<file path="src/rtl/mem_access_ctrl.sv">
`default_nettype none
// ============================================================================
// Module   : mem_access_ctrl
// Purpose  : MEM-stage data access controller. Converts a mem-stage
//            load/store into a single SRAM-like bus transaction. It checks
//            alignment, formats store data, extends load data, and stalls the
//            pipeline while a transaction is outstanding.
// Ports    :
//   clk, rst              - clock, synchronous active-high reset
//   exception             - pipeline flush from the CP0/exception unit
//   mem_valid, mem_op     - mem-stage instruction present / access opcode
//   mem_access_mem_addr   - effective address
//   mem_store_data        - rt value for stores
//   mem_exception_type    - nonzero: older exception, suppresses the access
//   data_req/wr/size/addr/wdata - SRAM-like request channel
//   data_addr_ok/data_ok/rdata  - SRAM-like handshake and read data
//   stall_req             - hold upstream stages
//   load_data, load_done  - extended load result / one-cycle valid pulse
//   addr_err_load/store   - AdEL / AdES pulse for a misaligned access
// Revision : 1.0 - initial release
// ============================================================================
module mem_access_ctrl (
  input  logic        clk,
  input  logic        rst,
  input  logic        exception,
  input  logic        mem_valid,
  input  logic [3:0]  mem_op,
  input  logic [31:0] mem_access_mem_addr,
  input  logic [31:0] mem_store_data,
  input  logic [31:0] mem_exception_type,
  output logic        data_req,
  output logic        data_wr,
  output logic [1:0]  data_size,
  output logic [31:0] data_addr,
  output logic [31:0] data_wdata,
  input  logic        data_addr_ok,
  input  logic        data_data_ok,
  input  logic [31:0] data_rdata,
  output logic        stall_req,
  output logic [31:0] load_data,
  output logic        load_done,
  output logic        addr_err_load,
  output logic        addr_err_store
);

  localparam logic [3:0] OP_LB  = 4'd1;
  localparam logic [3:0] OP_LBU = 4'd2;
  localparam logic [3:0] OP_LH  = 4'd3;
  localparam logic [3:0] OP_LHU = 4'd4;
  localparam logic [3:0] OP_LW  = 4'd5;
  localparam logic [3:0] OP_SB  = 4'd6;
  localparam logic [3:0] OP_SH  = 4'd7;
  localparam logic [3:0] OP_SW  = 4'd8;

  localparam logic [1:0] SIZE_BYTE = 2'd0;
  localparam logic [1:0] SIZE_HALF = 2'd1;
  localparam logic [1:0] SIZE_WORD = 2'd2;

  typedef enum logic [1:0] {
    IDLE      = 2'd0,
    WAIT_ADDR = 2'd1,
    WAIT_DATA = 2'd2,
    DONE      = 2'd3
  } state_t;

  state_t      state, state_next;
  logic        kill, kill_next;
  logic [3:0]  op_q;
  logic [31:0] addr_q;
  logic [1:0]  size_q;
  logic [31:0] wdata_q;
  logic        wr_q;

  // --------------------------------------------------------------------------
  // Opcode decode helpers (codes outside 1..8 decode as "none")
  // --------------------------------------------------------------------------
  function automatic logic is_load_op(input logic [3:0] op);
    return (op >= OP_LB) && (op <= OP_LW);
  endfunction

  function automatic logic is_store_op(input logic [3:0] op);
    return (op >= OP_SB) && (op <= OP_SW);
  endfunction

  function automatic logic [1:0] size_of(input logic [3:0] op);
    case (op)
      OP_LB, OP_LBU, OP_SB: return SIZE_BYTE;
      OP_LH, OP_LHU, OP_SH: return SIZE_HALF;
      default:              return SIZE_WORD;
    endcase
  endfunction

  // --------------------------------------------------------------------------
  // Incoming request qualification
  // --------------------------------------------------------------------------
  logic        in_load, in_store, in_any, in_aligned, in_clean, start;
  logic [1:0]  in_size;
  logic [31:0] in_wdata;

  always_comb begin
    in_load  = is_load_op(mem_op);
    in_store = is_store_op(mem_op);
    in_any   = in_load | in_store;
    in_size  = size_of(mem_op);

    case (in_size)
      SIZE_WORD: in_aligned = (mem_access_mem_addr[1:0] == 2'b00);
      SIZE_HALF: in_aligned = (mem_access_mem_addr[0] == 1'b0);
      default:   in_aligned = 1'b1;
    endcase

    // An older exception or a flush this cycle removes the access entirely,
    // including any alignment error it would otherwise raise.
    in_clean = (state == IDLE) && mem_valid && in_any &&
               (mem_exception_type == 32'd0) && !exception;
    start    = in_clean && in_aligned;

    // Replicate narrow store data across the word so the byte lanes line up
    // regardless of the low address bits.
    case (mem_op)
      OP_SB:   in_wdata = {4{mem_store_data[7:0]}};
      OP_SH:   in_wdata = {2{mem_store_data[15:0]}};
      default: in_wdata = mem_store_data;
    endcase
  end

  assign addr_err_load  = in_clean && !in_aligned && in_load;
  assign addr_err_store = in_clean && !in_aligned && in_store;

  // --------------------------------------------------------------------------
  // Load data extraction from the returned word
  // --------------------------------------------------------------------------
  logic [31:0] rdata_shift;
  logic [15:0] rdata_half;
  logic [31:0] load_ext;

  always_comb begin
    rdata_shift = data_rdata >> {addr_q[1:0], 3'b000};
    rdata_half  = addr_q[1] ? data_rdata[31:16] : data_rdata[15:0];
    case (op_q)
      OP_LB:   load_ext = {{24{rdata_shift[7]}}, rdata_shift[7:0]};
      OP_LBU:  load_ext = {24'd0, rdata_shift[7:0]};
      OP_LH:   load_ext = {{16{rdata_half[15]}}, rdata_half};
      OP_LHU:  load_ext = {16'd0, rdata_half};
      default: load_ext = data_rdata;
    endcase
  end

  // --------------------------------------------------------------------------
  // FSM next-state logic
  // --------------------------------------------------------------------------
  logic capture;
  logic capture_ok;

  always_comb begin
    state_next = state;
    kill_next  = kill;
    capture    = 1'b0;
    load_done  = 1'b0;

    case (state)
      IDLE: begin
        kill_next = 1'b0;
        if (start) state_next = WAIT_ADDR;
      end
      WAIT_ADDR: begin
        if (data_addr_ok) begin
          // Once accepted the bus owes us a response, so a flush only marks
          // the transaction dead; the data_ok must still be consumed.
          kill_next = kill | exception;
          if (data_data_ok) begin
            state_next = DONE;
            capture    = 1'b1;
          end else begin
            state_next = WAIT_DATA;
          end
        end else if (exception) begin
          state_next = IDLE;
        end
      end
      WAIT_DATA: begin
        kill_next = kill | exception;
        if (data_data_ok) begin
          state_next = DONE;
          capture    = 1'b1;
        end
      end
      DONE: begin
        state_next = IDLE;
        kill_next  = 1'b0;
        load_done  = is_load_op(op_q) && !kill && !exception;
      end
      default: begin
        state_next = IDLE;
        kill_next  = 1'b0;
      end
    endcase

    capture_ok = capture && is_load_op(op_q) && !kill && !exception;
  end

  // --------------------------------------------------------------------------
  // Registers
  // --------------------------------------------------------------------------
  always_ff @(posedge clk) begin
    if (rst) begin
      state     <= IDLE;
      kill      <= 1'b0;
      op_q      <= 4'd0;
      addr_q    <= 32'd0;
      size_q    <= 2'd0;
      wdata_q   <= 32'd0;
      wr_q      <= 1'b0;
      load_data <= 32'd0;
    end else begin
      state <= state_next;
      kill  <= kill_next;
      if (start) begin
        op_q    <= mem_op;
        addr_q  <= mem_access_mem_addr;
        size_q  <= in_size;
        wdata_q <= in_wdata;
        wr_q    <= in_store;
      end
      if (capture_ok) load_data <= load_ext;
    end
  end

  // --------------------------------------------------------------------------
  // Outputs
  // --------------------------------------------------------------------------
  assign data_req   = (state == WAIT_ADDR);
  assign data_wr    = wr_q;
  assign data_size  = size_q;
  assign data_addr  = addr_q;
  assign data_wdata = wdata_q;
  assign stall_req  = start || (state == WAIT_ADDR) || (state == WAIT_DATA);

endmodule
`default_nettype wire

</file>
<file path="config.mk">
export PLATFORM = sky130hd
export DESIGN_NAME = mem_access_ctrl
export DESIGN_NICKNAME = d
export VERILOG_FILES = /design/src/rtl/mem_access_ctrl.sv
export SDC_FILE = /design/constraint.sdc
export NUM_CORES = 1
export LEC_CHECK = 0
export ABC_CLOCK_PERIOD_IN_PS = 3450
export CAP_MARGIN = 20
export CORE_MARGIN = 3
export CORE_UTILIZATION = 42
export DETAILED_ROUTE_END_ITERATION = 10
export GPL_TIMING_DRIVEN = 0
export PLACE_DENSITY_LB_ADDON = 0.15
export SLEW_MARGIN = 20
export SYNTH_ARGS = -nofsm -noshare
export SYNTH_HDL_FRONTEND = slang
export SYNTH_SLANG_ARGS = --single-unit
</file>
<file path="constraint.sdc">
create_clock -name clk -period 3.45 [get_ports clk]
set_clock_uncertainty 0.15 [all_clocks]
set_input_delay 0.69 -clock clk [delete_from_list [all_inputs] [get_ports clk]]
set_output_delay 0.69 -clock clk [all_outputs]
set_load 0.005 [all_outputs]
</file>
==> results of run 1 <==
Yosys cell counts, types with 2 or more instances:
cell type	count	area [um^2]
nand2_1	154	578
dfxtp_1	106	2120
a21oi_1	66	330
nor2_1	53	199
o21ai_0	29	145
a211oi_1	25	188
clkbuf_1	25	93.8
mux2i_1	24	240
buf_2	12	60.1
nand2b_1	12	75.1
a311oi_2	9	135
nand2_2	9	56.3
a21oi_2	8	70.1
nor4_1	8	50.1
o31ai_1	8	60.1
inv_1	7	26.3
nor3_1	7	35.0
a221o_1	6	60.1
buf_4	6	45.0
buf_6	5	56.3
ha_1	5	62.6
mux2_2	4	45.0
and2_1	3	18.8
mux2_1	3	33.8
nand3b_1	3	22.5
nor2b_1	3	18.8
or3_1	3	18.8
a211o_1	2	17.5
nand4_1	2	12.5
nor3_2	2	20.0
o221ai_1	2	17.5
o22ai_1	2	12.5
o41ai_1	2	17.5
xor2_1	2	17.5
metrics by stage:
step	hold slack, ns	TNS [ns]
after global routing	0.324	-0.0238
after detailed placement	0.293	-0.890
after global placement	0.288	-0.877
after floorplan	0.298	0
final	0.304	0
after CTS	0.306	0
sequential cells by signal (all words and copies together) (netlist names), named ones only:
register / count
load_data: 32
op_q: 4
kill: 1
data_addr: 32
data_wdata: 32
data_wr: 1
state: 1
data_size: 2
layer usage:
metal	vias to the layer above	track usage, %	wire length, um
met5	-	0	0
met4	0	5.79	285
met3	24	9.71	1510
met2	201	44.6	8970
met1	2601	28.4	7210
li1	2741	-	-
worst paths after layout:
kind,startpoint,endpoint,slack [ns]
hold reg to reg,data_addr[7],data_addr[7],0.30
setup / recovery,mem_exception_type[28],stall_req,0.12
setup reg to reg,state[0],data_wdata[14],0.50
hold / removal,data_addr[7],data_addr[7],0.30
tightest hold or removal path, cell delays in order (launching register included):
cell,delay [ns]
dfxtp_1,0.31
nand2_1,0.05
a21oi_1,0.05
kinds of logic after synthesis:
kind of cell | after synthesis | synth area share [%]
mux | 32 | 6.51
xor+xnor | 3 | 0.501
flops | 106 | 40.4
fa+ha+maj | 5 | 1.19
buf+inv | 58 | 6.10
simple gates | 269 | 23.1
compound gates | 170 | 22.2
power by group through the flow:
| stage | sequential [mW] | clock, mW | combinational (mW) |
|---|---|---|---|
| floorplan | 1.26 | 0 | 0.113 |
| global placement | 1.26 | 0 | 0.315 |
| CTS | 1.23 | 1.04 | 0.322 |
| detailed placement | 1.26 | 0 | 0.320 |
| finish | 1.23 | 1.01 | 0.325 |
| global route | 1.23 | 1.07 | 0.350 |
timing repair:
action,in CTS,in global routing
setup buffers,4,1
endpoints found under the setup margin,3,3
hold buffers,0,0
pin swaps,5,4
gates resized for setup,9,8
cell type report:
class | instances | area [um^2]
Clock buffer | 9 | 225
Multi-Input combinational cell | 479 | 2840
Tap cell | 168 | 210
Sequential cell | 106 | 2120
Buffer | 50 | 279
Clock inverter | 7 | 58.8
Inverter | 7 | 26.3
Timing Repair Buffer | 242 | 2400
Fill cell | 1029 | 3950
==> impl_metrics.py, run 1 <==
metrics = {
    "run": {
        "maxCapViolCount": 0,
    },
    "setup_path": {
        "crit_cells": 9,
        "cp_num_buf_inv": 4,
        "critPathTopFamily": "simple AND/OR/NAND/NOR gates",
        "crit_type": "in -> out",
        "worstPathRequired_ns": 2.61,
        "slowest_delay_ns": 0.42,
        "cp_slowest_cell": "clkdlybuf4s50_1",
        "cp-end-kind": "primary output",
        "ff2ff_path_depth": 13,
        "cp_max_fo": 2,
        "crit_path_cell_trace": "clkdlybuf4s50_1, nor4_2, nand4_1, buf_4, nor4b_4, and2_1, buf_6, or3_1, buf_2",
        "startpoint_type": "primary input",
        "timing.critical_path.arrival_ns": 2.49,
    },
    "pwr": {
        "p_leak_nw": 2.84,
        "power_frac_seq_pct": 48.0,
        "p_sw_share_pct": 25.0,
        "fin_total_pwr_mw": 2.56,
        "clkPwrFrac_pct": 39.3,
        "power.density_mw_per_mm2": 313,
        "irDropWorstVdd_mv": 0.370,
        "p_int_mw": 1.92,
        "comb_power_share_pct": 12.7,
        "switchingPower_mw": 0.641,
    },
    "floorplan": {
        "die_width_um": 118,
        "pin_count": 242,
        "dieArea_mm2": 0.0139,
        "start_util_pct": 43.3,
        "core_mm2": 0.0121,
        "die_h_um": 118,
        "num_rows": 40,
    },
    "detailed_routing": {
        "drc": 0,
        "viasPerCell": 5.21,
        "drtIter0Drc": 327,
        "dr_total_vias": 5567,
        "totalWireLength_um": 18000,
        "post_drt_wl_per_cell_um": 16.8,
        "drtAntennaViolNets": 0,
        "drtPass1Iterations": 5,
    },
    "global_routing": {
        "grt_pass1_wl_um": 28300,
        "grt_max_degree": 20,
        "grt_antenna_before_repair": 0,
        "grt_pass1_vias": 5585,
        "grtUsageTotal_pct": 25.1,
        "grt_overflow_total": 0,
    },
    "sta": {
        "fmax_mhz": 300,
        "drv_slew": 0,
        "worst_slack_ns": 0.118,
        "worstMarginPinSlew_ns": 0.790,
        "period_needed_ns": 3.33,
        "finalHoldViolCount": 0,
        "relSlewSlack_pct": 47.3,
        "period_share_pct": 96.6,
        "finalSetupViolCount": 0,
    },
    "cells_and_area": {
        "mostFrequentLayoutCell": "clkdlybuf4s50_1",
        "fin_util_pct": 67.4,
        "fin_cells": 1068,
        "mostFrequentLayoutCells": "clkdlybuf4s50_1, nand2_1, dfxtp_1, a21oi_1, nor2_1",
        "fin_area_mm2": 0.00817,
        "antennaDiodeCount": 0,
        "syn2layout_area_growth_pct": 55.6,
        "layout-drive-gt1-share_pct": 10.3,
        "nets": 1038,
    },
    "clock_tree": {
        "clockBufferDepth": 2,
        "root_buffer": "clkbuf_16",
        "clock-sinks": 106,
        "cts_tree": "built",
        "insertion_delay_ns": 0.36,
        "clk_pin_slew_ns": 0.07,
        "cts_buffers": 9,
        "htreeDepth": 3,
    },
    "placement": {
        "dp_slack_ns": -0.536,
        "post_dp_cell_area_mm2": 0.00783,
        "port_buffers": 237,
        "dp_hpwl_um": 14100,
        "place_congestion": 0.889,
        "dp.cells": 1048,
    },
    "synth": {
        "synth_nets": 786,
        "syn_area_per_cell_um2": 8.16,
        "synth_cell_types": 60,
        "yosysWarnings": 0,
        "synth-seq-cells": 106,
        "async_reset_ff_share_pct": 0,
        "synth-edff-count": 0,
        "ys_seq_area_share_pct": 40.4,
        "netlist_area_mm2": 0.00525,
        "synth-main-ff-cell": "dfxtp_1",
        "syn_inst": 643,
    },
    "run_status": {
        "outcome": "complete, no violations",
    },
    "hold_path": {
        "min_path_cells": 2,
        "hold_path.class": "reg -> reg",
    },
}
Power figures use the tool's default switching activity.
==> inputs of run 2 (changes only) <==
--- a/config.mk
+++ b/config.mk
@@ -5,13 +5,14 @@
 export SDC_FILE = /design/constraint.sdc
 export NUM_CORES = 1
 export LEC_CHECK = 0
-export ABC_CLOCK_PERIOD_IN_PS = 3450
 export CAP_MARGIN = 20
 export CORE_MARGIN = 3
 export CORE_UTILIZATION = 42
 export DETAILED_ROUTE_END_ITERATION = 10
 export GPL_TIMING_DRIVEN = 0
+export MAX_ROUTING_LAYER = met4
 export PLACE_DENSITY_LB_ADDON = 0.15
+export SETUP_SLACK_MARGIN = 0.3
 export SLEW_MARGIN = 20
 export SYNTH_ARGS = -nofsm -noshare
 export SYNTH_HDL_FRONTEND = slang
==> run 2 against run 1 <==
  * Cell area up 0.67%
  * Worst hold slack gained 0.0012 ns
  * Die area is the same
  * Global-route usage rose by 1.4 points
  * Non-clock buffer count rose by 3
  * Power is 3.1% higher
  * Wire length is 2.7% higher
  * Sequential cell count stayed put
  * Critical path depth is the same
  * Sequential share of layout area shrank 0.13 points
  * Sequential power about the same
  * Register-to-register slack improved by 0.45 ns
  * Highest routed layer unchanged
==> impl_metrics.py, run 2 (synthesis results as in run 1) <==
metrics = {
    "global_routing": {
        "grt_pass1_wl_um": 28800,
        "grt_antenna_before_repair": 0,
        "grtUsageTotal_pct": 26.4,
        "grt_max_degree": 19,
        "grt_pass1_vias": 5684,
        "grt_overflow_total": 0,
    },
    "clock_tree": {
        "clock-sinks": 106,
        "cts_tree": "built",
        "clockBufferDepth": 2,
        "cts_buffers": 9,
        "htreeDepth": 3,
        "insertion_delay_ns": 0.36,
        "clk_pin_slew_ns": 0.07,
        "cts_hold_buf": 0,
        "root_buffer": "clkbuf_16",
    },
    "cells_and_area": {
        "nets": 1041,
        "syn2layout_area_growth_pct": 56.6,
        "layout-drive-gt1-share_pct": 13.0,
        "mostFrequentLayoutCell": "clkdlybuf4s50_1",
        "mostFrequentLayoutCells": "clkdlybuf4s50_1, nand2_1, dfxtp_1, a21oi_1, nor2_1",
        "antennaDiodeCount": 0,
        "fin_cells": 1071,
    },
    "floorplan": {
        "pin_count": 242,
        "num_rows": 40,
        "core_mm2": 0.0121,
        "dieArea_mm2": 0.0139,
        "die_h_um": 118,
        "die_width_um": 118,
        "start_util_pct": 43.3,
    },
    "setup_path": {
        "startpoint_type": "primary input",
        "ff2ff_path_depth": 12,
        "timing.critical_path.arrival_ns": 2.22,
        "crit_type": "in -> out",
        "cp_max_fo": 8,
        "cp-end-kind": "primary output",
        "worstPathRequired_ns": 2.61,
    },
    "sta": {
        "period_needed_ns": 3.06,
        "fmax_mhz": 326,
        "finalSetupViolCount": 0,
        "relSlewSlack_pct": 50.5,
        "rsz0062_at_grt": "yes",
        "fin_tns_setup_ns": 0,
        "worstMarginPinSlew_ns": 0.742,
        "worst_slack_ns": 0.386,
        "finalHoldViolCount": 0,
        "period_share_pct": 88.8,
        "drv_slew": 0,
    },
    "pwr": {
        "irDropWorstVdd_mv": 0.245,
        "p_sw_share_pct": 24.2,
        "fin_total_pwr_mw": 2.64,
        "power.density_mw_per_mm2": 321,
        "switchingPower_mw": 0.638,
        "clkPwrFrac_pct": 41.1,
        "comb_power_share_pct": 12.4,
        "p_leak_nw": 2.95,
        "p_int_mw": 2.00,
        "power_frac_seq_pct": 46.5,
    },
    "hold_path": {
        "hold_path.class": "reg -> reg",
        "min_path_cells": 2,
    },
    "run": {
        "maxCapViolCount": 0,
    },
    "placement": {
        "dp_slack_ns": -0.543,
        "dp_hpwl_um": 14400,
        "port_buffers": 237,
        "place_congestion": 0.899,
        "dp.cells": 1048,
    },
    "detailed_routing": {
        "totalWireLength_um": 18500,
        "drtIter0Drc": 263,
        "viasPerCell": 5.27,
        "dr_total_vias": 5647,
        "drtPass1Iterations": 4,
        "drc": 0,
        "post_drt_wl_per_cell_um": 17.2,
        "drtAntennaViolNets": 0,
    },
    "run_status": {
        "outcome": "complete, no violations",
    },
}
## run 2: cell count changes in the layout (fill, tap and decap cells not counted), sizes merged, moves of 3 or more
cell	change
clkdlybuf4s15	+6
clkbuf	+11
dlymetal6s2s	+3
clkdlybuf4s50	-33
buf	+4
dlygate4sd2	+13
## run 2: path summary, 6_finish.rpt
kind,start,end,slack [ns]
setup / recovery,mem_op[2],stall_req,0.39
hold / removal,data_addr[30],data_addr[30],0.31
setup reg to reg,register,data_wdata[14],0.95
hold reg to reg,data_addr[30],data_addr[30],0.31
## run 2: final cells by class
class	count	area (um^2)
tap	168	210
fill	1052	3890
timing repair buffer	244	2350
buffer	51	295
sequential	106	2130
inverter	7	28.8
clock inverter	6	70.1
clock buffer	10	239
multi-input combinational	479	2900
## run 2: critical path, cell delays in order
cell and delay, ns:
buf_2 0.16, nor3_4 0.26, xnor2_1 0.13, nor4b_4 0.16
and2_1 0.17, buf_6 0.11, buf_8 0.11, or3_1 0.29
buf_2 0.13
## run 2: repair_timing
item / in CTS / in global routing
pin swaps: 16 / 14
gates resized for setup: 51 / 45
endpoints found under the setup margin: 3 / 3
buffers inserted: 5 / 2
## run 2: per-layer routing
metal  wire length, um  track usage (%)  vias up  share of wire, %
met4               316             6.74        0               1.7
met5                 0                -        -                 0
li1                  -                -     2752                 -
met3              1560             9.23       34               8.5
met1              7480             30.0     2634                40
met2              9100             44.8      227                49
## run 2: per-stage QoR
stage	area, um^2	hold WS (ns)	utilization, %
floorplan	5250	0.298	-
global placement	7830	0.288	64.7
detailed placement	7830	0.294	64.7
CTS	8170	0.302	67.5
global route	8220	0.329	67.9
finish	8220	0.305	67.9
## run 2: power by group through the flow
stage | Clock, mW | Combinational [mW] | Sequential (mW)
6_report | 1.08 | 0.327 | 1.23
5_1_grt | 1.14 | 0.354 | 1.23
4_1_cts | 1.10 | 0.318 | 1.23
3_5_place_dp | 0 | 0.321 | 1.26
3_3_place_gp | 0 | 0.315 | 1.26
2_1_floorplan | 0 | 0.113 | 1.26
==> inputs of run 3 (changes only) <==
--- a/config.mk
+++ b/config.mk
@@ -13,6 +13,7 @@
 export MAX_ROUTING_LAYER = met4
 export PLACE_DENSITY_LB_ADDON = 0.15
 export SETUP_SLACK_MARGIN = 0.3
+export SKIP_LAST_GASP = 1
 export SLEW_MARGIN = 20
 export SYNTH_ARGS = -nofsm -noshare
 export SYNTH_HDL_FRONTEND = slang
==> results of run 3 <==
Same layout as run 2: the final DEF is identical, and so are final timing and power.
